`src/rtl/dino_pkg.sv`:
```
// Shared types and constants for the dino score counter slice.
package dino_pkg;

  typedef logic [3:0][3:0] bcd4_t;

  typedef enum logic {
    RUN    = 1'b0,
    FROZEN = 1'b1
  } score_state_e;

  localparam logic [15:0] SCORE_MAX_BCD = 16'h9999;

endpackage

```
`src/rtl/dino_score_counter_bcd_incr.sv`:
```
// Combinational 4-digit BCD +1; carry_o is set only when the input is 9999.
module bcd_incr
  import dino_pkg::*;
(
  input  bcd4_t val_i,
  output bcd4_t val_o,
  output logic  carry_o
);

  logic carry;

  always_comb begin
    carry = 1'b1;
    val_o = val_i;
    for (int i = 0; i < 4; i++) begin
      if (carry) begin
        if (val_i[i] == 4'd9) begin
          val_o[i] = 4'd0;
        end else begin
          val_o[i] = val_i[i] + 4'd1;
          carry    = 1'b0;
        end
      end
    end
    carry_o = carry;
  end

endmodule

```
`src/rtl/dino_score_counter.sv`:
```
// 4-digit BCD game score with prescaled ticks, saturation, blanking and display mux.
// DINO_HIGH_SCORE_EN adds the high-score register, commit on freeze and show_high_i mux.
module dino_score_counter
  import dino_pkg::*;
#(
  parameter int unsigned TICKS_PER_POINT = 1
) (
  input  logic        clk_i,
  input  logic        rst_ni,
  input  logic        tick_i,
  input  logic        freeze_i,
  input  logic        clear_i,
  input  logic        show_high_i,
  output logic        digit0_en_o,
  output logic        digit1_en_o,
  output logic        digit2_en_o,
  output logic        digit3_en_o,
  output logic [3:0]  digit0_o,
  output logic [3:0]  digit1_o,
  output logic [3:0]  digit2_o,
  output logic [3:0]  digit3_o,
  output logic [15:0] score_bcd_o,
  output logic [15:0] high_bcd_o,
  output logic        sat_o,
  output logic        running_o
);

  localparam logic [7:0] PRE_LAST = 8'(TICKS_PER_POINT - 1);

  score_state_e state_q;
  bcd4_t        score_q, score_d;
  bcd4_t        high_q;
  logic [7:0]   pre_q;
  logic         score_carry;
  bcd4_t        disp;

  bcd_incr u_incr (
    .val_i   (score_q),
    .val_o   (score_d),
    .carry_o (score_carry)
  );

  // Carry-out of +1 only happens at 9999, which doubles as the saturation flag.
  assign sat_o     = score_carry;
  assign running_o = (state_q == RUN);

  always_ff @(posedge clk_i) begin
    if (!rst_ni) begin
      state_q <= RUN;
      score_q <= '0;
      pre_q   <= '0;
    end else if (clear_i) begin
      state_q <= RUN;
      score_q <= '0;
      pre_q   <= '0;
    end else if (freeze_i) begin
      state_q <= FROZEN;
    end else if (tick_i && state_q == RUN && !score_carry) begin
      if (pre_q == PRE_LAST) begin
        pre_q   <= '0;
        score_q <= score_d;
      end else begin
        pre_q <= pre_q + 8'd1;
      end
    end
  end

`ifdef DINO_HIGH_SCORE_EN
  always_ff @(posedge clk_i) begin
    if (!rst_ni) begin
      high_q <= '0;
    end else if (!clear_i && freeze_i && state_q == RUN && score_q > high_q) begin
      high_q <= score_q;
    end
  end

  assign disp = show_high_i ? high_q : score_q;
`else
  logic unused_show_high;

  assign high_q           = '0;
  assign unused_show_high = show_high_i;
  assign disp             = score_q;
`endif

  assign score_bcd_o = score_q;
  assign high_bcd_o  = high_q;

  assign digit0_o = disp[0];
  assign digit1_o = disp[1];
  assign digit2_o = disp[2];
  assign digit3_o = disp[3];

  // Blanked digits keep driving 0; only the enables drop.
  assign digit3_en_o = |disp[3];
  assign digit2_en_o = |{disp[3], disp[2]};
  assign digit1_en_o = |{disp[3], disp[2], disp[1]};
  assign digit0_en_o = 1'b1;

endmodule

```
`config.mk`:
```
export PLATFORM = sky130hd
export DESIGN_NAME = dino_score_counter
export DESIGN_NICKNAME = d
export VERILOG_FILES = /design/src/rtl/dino_pkg.sv /design/src/rtl/dino_score_counter_bcd_incr.sv /design/src/rtl/dino_score_counter.sv
export SDC_FILE = /design/constraint.sdc
export NUM_CORES = 1
export LEC_CHECK = 0
export CORE_ASPECT_RATIO = 1.5
export CORE_MARGIN = 3
export CORE_UTILIZATION = 45
export CTS_BUF_LIST = sky130_fd_sc_hd__clkbuf_16
export CTS_CLUSTER_DIAMETER = 120
export DETAILED_ROUTE_END_ITERATION = 10
export GPL_ROUTABILITY_DRIVEN = 0
export HOLD_SLACK_MARGIN = 0.08
export PLACE_DENSITY = 0.85
export REMOVE_ABC_BUFFERS = 1
export SLEW_MARGIN = 15
export SYNTH_ARGS = -nofsm -noshare
export SYNTH_HDL_FRONTEND = slang
export SYNTH_SLANG_ARGS = --single-unit
```
`constraint.sdc`:
```
create_clock -name clk_i -period 4.1 [get_ports clk_i]
set_clock_uncertainty 0.05 [all_clocks]
set_input_delay 0.82 -clock clk_i [delete_from_list [all_inputs] [get_ports clk_i]]
set_output_delay 0.82 -clock clk_i [all_outputs]
set_load 0.02 [all_outputs]
```
# --- Word-level counts from Yosys, hierarchy flattened ---
# Index checks and enable logic that the tools add are counted.
op_classes:
  reduce_logical: 13
  n_mux: 12
  eq_ne: 4
  bitwise: 3
  n_addsub: 5
op_table:
  columns: ["operator", "n"]
  rows:
  - ["4-bit by 1-bit adder with 4-bit output (second input constant)", 4]
  - ["4-bit equality test (second input constant)", 4]
  - ["4-bit 2-to-1 mux", 4]
  - ["4-bit AND reduction", 3]
  - ["12-bit OR reduction", 1]
  - ["8-bit by 1-bit adder with 8-bit output (second input constant)", 1]
  - ["8-bit logical NOT", 1]
  - ["8-bit 2-to-1 mux", 1]
  - ["8-bit OR reduction", 1]
  - ["1-bit 2-to-1 mux", 7]
  - ["4-bit OR reduction", 1]
  - ["1-bit NOT", 3]
  - ["3-bit AND reduction", 1]
  - ["1-bit logical AND", 2]
  - ["2-bit AND reduction", 1]
  - ["2-bit OR reduction", 1]
  - ["1-bit logical NOT", 1]
totals:
  out_inout_bits: 54
  ff_bits: 25
  wordCells: 43
  in_bits: 6

# --- Depth between registers and ports, before layout ---
# Gate-level depths: netlist (run 1).
logic_depth:
  ltp_word: 8
  depth_mapped: 8
  ltp_nobuf: 7

# --- Hierarchy ---
# Synthesis (run 1) repeated with hierarchy kept, for this count alone.
hier_totals:
  cells_unflattened: 230
  area_unflattened_um2: 1824.2
modules_own_cells:
  columns: ["mod", "n_inst", "area_per_inst_um2", "cells_per_inst", "seq_area_each_um2"]
  rows:
  - ["dino_score_counter", 1, 1430.1, 172, 500.5]
  - ["bcd_incr", 1, 394.1, 58, 0.0]

# --- Worst setup path before layout (run 1) ---
# OpenSTA, ideal clock, no wires.
synth_path:
  path_kind: "in2reg"
  start: "input port freeze_i"
  end: "register score_q (netlist bit digit2_o[3])"
  path_buffers: 1
  slack_ns: 1.687
  arrival_ns: 2.288
  required_time_ns: 3.976
  setup_time_ns: 0.074
  cell_stages: 6
  cell_sequence: "or3b_2 -> buf_2 -> nor3_1 -> nand2_1 -> or4_1 -> a31oi_1"
synth_between:
  elab_chain_cells: 2
synth_rtl:
  columns: ["element", "line", "rtl"]
  rows:
  - ["start, declared", "dino_score_counter.sv:11", "input logic freeze_i,"]
  - ["1-bit NOT (no source line)", null, null]
  - ["4-bit AND reduction (no source line)", null, null]
  - ["end signal, assigned", "dino_score_counter.sv:61", "score_q <= score_d;"]
  - ["end, declared", "dino_score_counter.sv:31", "bcd4_t score_q, score_d;"]
# No other way between the ends.
# A chain may end at the register's enable or synchronous reset.

# --- Worst setup path after layout (run 1) ---
layout_path:
  start: "register score_q (netlist bit digit2_o[3])"
  end: "output port sat_o"
layout_between:
  elab_chain_cells: 4
layout_rtl:
  columns: ["element", "line", "rtl"]
  rows:
  - ["4-bit equality test", "dino_score_counter_bcd_incr.sv:17", "if (val_i[i] == 4'd9) begin"]
  - ["1-bit 2-to-1 mux", "dino_score_counter_bcd_incr.sv:17", null]
  - ["1-bit 2-to-1 mux (2 in series)", "dino_score_counter_bcd_incr.sv:16", "if (carry) begin"]
  - ["end, declared", "dino_score_counter.sv:24", "output logic sat_o,"]
# No other way between the ends.

==> results of run 1 <==
==> per-layer routing <==
metal  vias to the layer above  global-route usage  wire length, um
met3                         4              0.0193              242
li1                        725                   -                -
met5                         -                   0                0
met2                        70               0.295             1840
met1                       716               0.147             1260
met4                         0              0.0633               47
==> flip-flops by register name, summed over array words and instances, names as in the netlist <==
name      count
digit0_o      4
pre_q         8
digit2_o      4
state_q       1
digit3_o      4
digit1_o      4
==> power by group <==
| group | internal [mW] | switching, mW |
|---|---|---|
| combinational | 0.0103 | 0.0287 |
| sequential | 0.244 | 0.00170 |
| clock | 0.130 | 0.0773 |
| total | 0.384 | 0.108 |
==> cell families after synthesis <==
logic type                 count (synthesis)
xor gates and xnor gates                   8
other                                      2
muxes                                      3
AOI/OAI and AO/OA                         26
adders and majority gates                  2
and+or+nand+nor                           95
DFF                                       25
buffers and inverters                     48
==> placed cells by master (no fill, tap or decap), types with 2 or more instances in the layout <==
cell type	n
sky130_fd_sc_hd__clkdlybuf4s50_1	41
sky130_fd_sc_hd__dfxtp_1	25
sky130_fd_sc_hd__nor2_1	21
sky130_fd_sc_hd__conb_1	17
sky130_fd_sc_hd__nand2_1	16
sky130_fd_sc_hd__a21oi_1	11
sky130_fd_sc_hd__nand3_1	9
sky130_fd_sc_hd__inv_1	8
sky130_fd_sc_hd__nand4_1	8
sky130_fd_sc_hd__o21ai_0	7
sky130_fd_sc_hd__nor4_1	6
sky130_fd_sc_hd__nor2b_1	6
sky130_fd_sc_hd__xnor2_1	6
sky130_fd_sc_hd__or3_1	4
sky130_fd_sc_hd__nor3_1	3
sky130_fd_sc_hd__nand2b_1	3
sky130_fd_sc_hd__mux2i_1	3
sky130_fd_sc_hd__nand4b_1	3
sky130_fd_sc_hd__a31oi_1	3
sky130_fd_sc_hd__clkbuf_16	3
sky130_fd_sc_hd__and4bb_2	2
sky130_fd_sc_hd__nor4bb_1	2
sky130_fd_sc_hd__or4_1	2
sky130_fd_sc_hd__xor2_1	2
sky130_fd_sc_hd__ha_1	2
==> path summary, 6_finish.rpt <==
kind | slack (ns) | depth (start not counted) | endpoint | startpoint
min | 0.46 | 2 | state_q$_SDFFE_PP0P_ | state_q$_SDFFE_PP0P_
max | 1.19 | 5 | sat_o | digit2_o[3]$_SDFFE_PP0P_
max reg2reg | 1.62 | 7 | digit3_o[0]$_SDFFE_PP0P_ | pre_q[0]$_SDFFE_PP0P_
min reg2reg | 0.46 | 2 | state_q$_SDFFE_PP0P_ | state_q$_SDFFE_PP0P_
==> worst max-delay path: stages (launching register included) <==
cell	delay, ns
sky130_fd_sc_hd__dfxtp_1	0.47
sky130_fd_sc_hd__nor4bb_1	0.33
sky130_fd_sc_hd__buf_4	0.21
sky130_fd_sc_hd__nand3_1	0.08
sky130_fd_sc_hd__nor2_1	0.10
sky130_fd_sc_hd__clkdlybuf4s50_1	0.61
==> area by class of cell <==
type,instances,area (um^2),share of cell area
tap,42,52.6,0.0265
inverter,7,26.3,0.0132
clock inverter,1,3.75,0.00189
timing repair buffer,42,418,0.211
sequential,25,500,0.252
multi-input combinational,151,908,0.458
clock buffer,3,75.1,0.0378
==> impl_metrics.json, run 1 <==
{
  "outcome": "completed",
  "cts.sink_count": 25,
  "totalPowerFinal_mw": 0.492,
  "floorplan.initialDensity": 0.480,
  "postRouteWirelength_um": 3390,
  "worst_setup_hold_path_clk_slew_ns": 0.06,
  "worst_ep_arrival_time_ns": 2.04,
  "hold_class": "reg -> reg",
  "count_of_cells_resized_by_post_cts_repair": 0,
  "layout-drive-gt1-share": 0.0524,
  "synth_fa_ha_area_frac": 0.0150,
  "number_of_cts_inserted_buffers": 3,
  "avgViaCountPerCell": 5.59,
  "synth_cell_type_count": 42,
  "finalWorstSetupSlack_ns": 1.19,
  "skew_pair_late_insertion_delay_ns": 0.25,
  "post-cts-setup-buffer-count": 0,
  "final_cells": 271,
  "mean_syn_cell_area_um2": 7.99,
  "worst_hold_slack_ns": 0.465,
  "yosys.area_share.xor_xnor": 0.0420,
  "place_inst": 267,
  "yosys_register_bits": 25,
  "core_um2": 3480,
  "most_common_cell_in_the_netlist": "sky130_fd_sc_hd__buf_4",
  "max_freq_mhz": 343,
  "fp.dieArea_um2": 4490,
  "row_count": 26,
  "residual_drc": 0,
  "fin_setup_tns_ns": 0,
  "first_pass_iters": 4,
  "cts_hold_buffers": 0,
  "worst-endpoint-required_ns": 3.23,
  "dpl.hpwl_um": 2510,
  "pwr_density_cell_nw_per_um2": 248,
  "slew_of_the_pin_with_the_lowest_slew_margin_ns": 0.845,
  "final-max-slew-violation-count": 0,
  "track_usage": 0.147,
  "detailroute.via_count": 1515,
  "post_synth_and_or_nand_nor_area_fraction": 0.334,
  "grt_first_pass_wirelength_um": 5530,
  "startpoint_type": "flip-flop",
  "post-route-min-period_ns": 2.91,
  "largest_family_of_logic_cells_by_synthesized_area": "simple AND/OR/NAND/NOR gates",
  "num_io_pins": 60,
  "final.period_utilization": 0.710,
  "max-vdd-ir-drop_mv": 0.253,
  "final_nets": 238,
  "port_buffers": 41,
  "gate_count_of_the_mapped_netlist": 209,
  "grt.overflow.total": 0,
  "cp-end-kind": "output port",
  "synthArstFlopShare": 0,
  "clk_path_buf_depth": 2,
  "final.fill_count": 320,
  "post_synth_most_frequent_cells": "sky130_fd_sc_hd__buf_4 (33), sky130_fd_sc_hd__dfxtp_1 (25), sky130_fd_sc_hd__nor2_1 (21), sky130_fd_sc_hd__nand2_1 (16), sky130_fd_sc_hd__a21oi_1 (11)",
  "cts_max_level": 1,
  "grt_setup_unrepaired": "false",
  "muxShareOfSynthArea": 0.0180,
  "antenna_left": 0,
  "grt_max_degree": 18,
  "maxCapViolCount": 0,
  "ys.flop_type": "sky130_fd_sc_hd__dfxtp_1",
  "slew_headroom": 0.435,
  "floorplan.die.height_um": 80.6,
  "postLayoutCoreUtil": 0.570,
  "critPathKind": "reg -> out",
  "first_global_vias": 1322,
  "synth_area_um2": 1670,
  "yosysSeqAreaShare": 0.300,
  "synth-edff-count": 0,
  "synth_top_cells_by_area": "sky130_fd_sc_hd__dfxtp_1 (30%), sky130_fd_sc_hd__buf_4 (15%), sky130_fd_sc_hd__nor2_1 (4.7%)",
  "clockRootBuffer": "sky130_fd_sc_hd__clkbuf_16",
  "critPathMaxFanout": 10,
  "synth.yosys.warnings": 0,
  "synth_largest_area_cell": "sky130_fd_sc_hd__dfxtp_1",
  "final-hold-violation-count": 0,
  "synth_compound_gate_area_share": 0.0967,
  "grt_antenna_before_repair": 0,
  "postLayoutCellArea_um2": 1980,
  "dpl_cell_area_um2": 1910,
  "die_w_um": 55.7,
  "synth_largest_type_area_fraction": 0.300,
  "post_placement_setup_slack_ns": 1.06,
  "area.growth.synth_to_final_pct": 18.9,
  "static-leakage-power_nw": 0.687,
  "cts_tree": "built",
  "antenna_cells": 0,
  "detailedRoute.firstIterationViolations": 38,
  "report.final.setup_viol": 0,
  "mean_routed_wirelength_per_cell_um": 12.5
}
Note: power is estimated with default switching activity, not from simulation.
==> inputs of run 2 (changes only) <==
CORE_UTILIZATION = 40   (was 45)
PLACE_DENSITY = 0.81   (was 0.85)
clock period = 2.66 ns   (was 4.1 ns; I/O delays follow)
==> run 2 against run 1 <==
- sequential power is 54% higher
- global-route usage is 0.25 points higher
- total power is 57% higher
- critical path depth is 1 lower
- largest cell class unchanged
- sequential share of layout area is 0.86 points lower
==> impl_metrics.json, run 2 (synthesis results as in run 1) <==
{
  "port_buffers": 41,
  "floorplan.die.height_um": 85.1,
  "final-max-slew-violation-count": 0,
  "antenna_cells": 0,
  "cp-end-kind": "output port",
  "final.period_utilization": 0.933,
  "row_count": 28,
  "die_w_um": 58.7,
  "clockRootBuffer": "sky130_fd_sc_hd__clkbuf_16",
  "first_pass_iters": 4,
  "dpl.hpwl_um": 2650,
  "fp.dieArea_um2": 5000,
  "floorplan.initialDensity": 0.418,
  "mean_routed_wirelength_per_cell_um": 12.6,
  "slowest_delay_ns": 0.61,
  "critPathKind": "reg -> out",
  "area.growth.synth_to_final_pct": 23.1,
  "report.final.setup_viol": 0,
  "final.fill_count": 377,
  "hold_class": "reg -> reg",
  "pwr_density_cell_nw_per_um2": 377,
  "multi_input_logic_area_um2": 915,
  "critPathMaxFanout": 9,
  "track_usage": 0.150,
  "slowest_stage": "sky130_fd_sc_hd__clkdlybuf4s50_1",
  "final_nets": 246,
  "totalPowerFinal_mw": 0.775,
  "maxCapViolCount": 0,
  "cts.sink_count": 25,
  "core_um2": 3990,
  "layout.cells.most_common": "sky130_fd_sc_hd__clkdlybuf4s50_1",
  "antenna_left": 0,
  "max-vdd-ir-drop_mv": 0.308,
  "detailroute.via_count": 1504,
  "worst-endpoint-required_ns": 2.08,
  "skew_pair_late_insertion_delay_ns": 0.26,
  "number_of_cts_inserted_buffers": 3,
  "static-leakage-power_nw": 0.727,
  "cts_max_level": 1,
  "residual_drc": 0,
  "postRouteWirelength_um": 3550,
  "area.sequential_um2": 500,
  "final-hold-violation-count": 0,
  "worst_ep_arrival_time_ns": 1.90,
  "worst_setup_hold_path_clk_slew_ns": 0.07,
  "detailedRoute.firstIterationViolations": 51,
  "avgViaCountPerCell": 5.33,
  "outcome": "completed",
  "clk_path_buf_depth": 2,
  "cp_cell_sequence": "and4bb_2, nand3_1, nor2_1, clkdlybuf4s50_1",
  "num_io_pins": 60,
  "max_freq_mhz": 403,
  "cts_tree": "built",
  "most-common-layout-cells": "sky130_fd_sc_hd__clkdlybuf4s50_1 (41), sky130_fd_sc_hd__dfxtp_1 (25), sky130_fd_sc_hd__nor2_1 (21)",
  "grt.overflow.total": 0,
  "startpoint_type": "flip-flop",
  "post-route-min-period_ns": 2.48,
  "largest-register": "pre_q",
  "grt_max_degree": 18,
  "largest_register_ff_count": 8,
  "cts_hold_buffers": 0,
  "grt_first_pass_wirelength_um": 6000,
  "fin_setup_tns_ns": 0,
  "first_global_vias": 1394,
  "layout-drive-gt1-share": 0.0886,
  "grt_setup_unrepaired": "false",
  "grt_antenna_before_repair": 0
}
run 2: cell count changes in the layout (fill, tap and decap cells not counted):
cell,previous run,this run
sky130_fd_sc_hd__nor4bb_2,0,1
sky130_fd_sc_hd__nor4bb_1,2,1
sky130_fd_sc_hd__buf_4,1,9
run 2: area by class of cell:
class,instances,area share
clock inverters,1,0.00183
well taps,45,0.0274
clock buffers,3,0.0365
multi-input cells,151,0.445
repair buffers,50,0.233
inverters,7,0.0128
flip-flops and latches,25,0.244
run 2: where the power goes:
part / leakage, nW / internal (mW) / total, mW / switching (mW)
clock: 0.0423 / 0.201 / 0.332 / 0.131
combinational: 0.484 / 0.0196 / 0.0654 / 0.0458
sequential: 0.202 / 0.376 / 0.378 / 0.00168
run 2: path summary, 6_finish.rpt:
check / slack (ns) / depth (start not counted) / startpoint / end
worst max-delay path: 0.18 / 4 / digit0_o[1]$_SDFFE_PP0P_ / sat_o
worst min-delay path: 0.46 / 2 / pre_q[4]$_SDFFE_PP0P_ / pre_q[4]$_SDFFE_PP0P_
worst max register to register: 0.30 / 8 / pre_q[0]$_SDFFE_PP0P_ / digit3_o[0]$_SDFFE_PP0P_
worst min register to register: 0.46 / 2 / pre_q[4]$_SDFFE_PP0P_ / pre_q[4]$_SDFFE_PP0P_
run 2: worst max-delay path, delay by kind of cell (launching register included):
family	cells	cell delay, ns
buffers and inverters	1	0.61
DFF	1	0.38
and+or+nand+nor	3	0.65
run 2: timing repair:
| item | CTS | global route |
|---|---|---|
| buffers inserted | 0 | 0 |
| endpoints found under the setup margin | 0 | 1 |
| resized for setup | 0 | 1 |
run 2: stage by stage:
step / hold slack, ns / std cells / instance area, um^2 / utilization / worst slack [ns]
4_1_cts: 0.468 / 282 / 2050 / 0.513 / 0.157
2_1_floorplan: 0.424 / 183 / 1440 / - / 0.0594
5_1_grt: 0.503 / 282 / 2050 / 0.514 / 0.0385
3_3_place_gp: 0.449 / 278 / 1970 / 0.493 / 0.0997
6_report: 0.464 / 282 / 2050 / 0.514 / 0.179
3_5_place_dp: 0.458 / 278 / 1970 / 0.493 / 0.0588
run 2: layer usage:
metal,global-route usage,share of wire,vias up
li1,-,-,741
met1,0.161,0.39,702
met2,0.273,0.54,54
met3,0.0320,0.057,7
met4,0.0598,0.017,0
met5,0,0,-
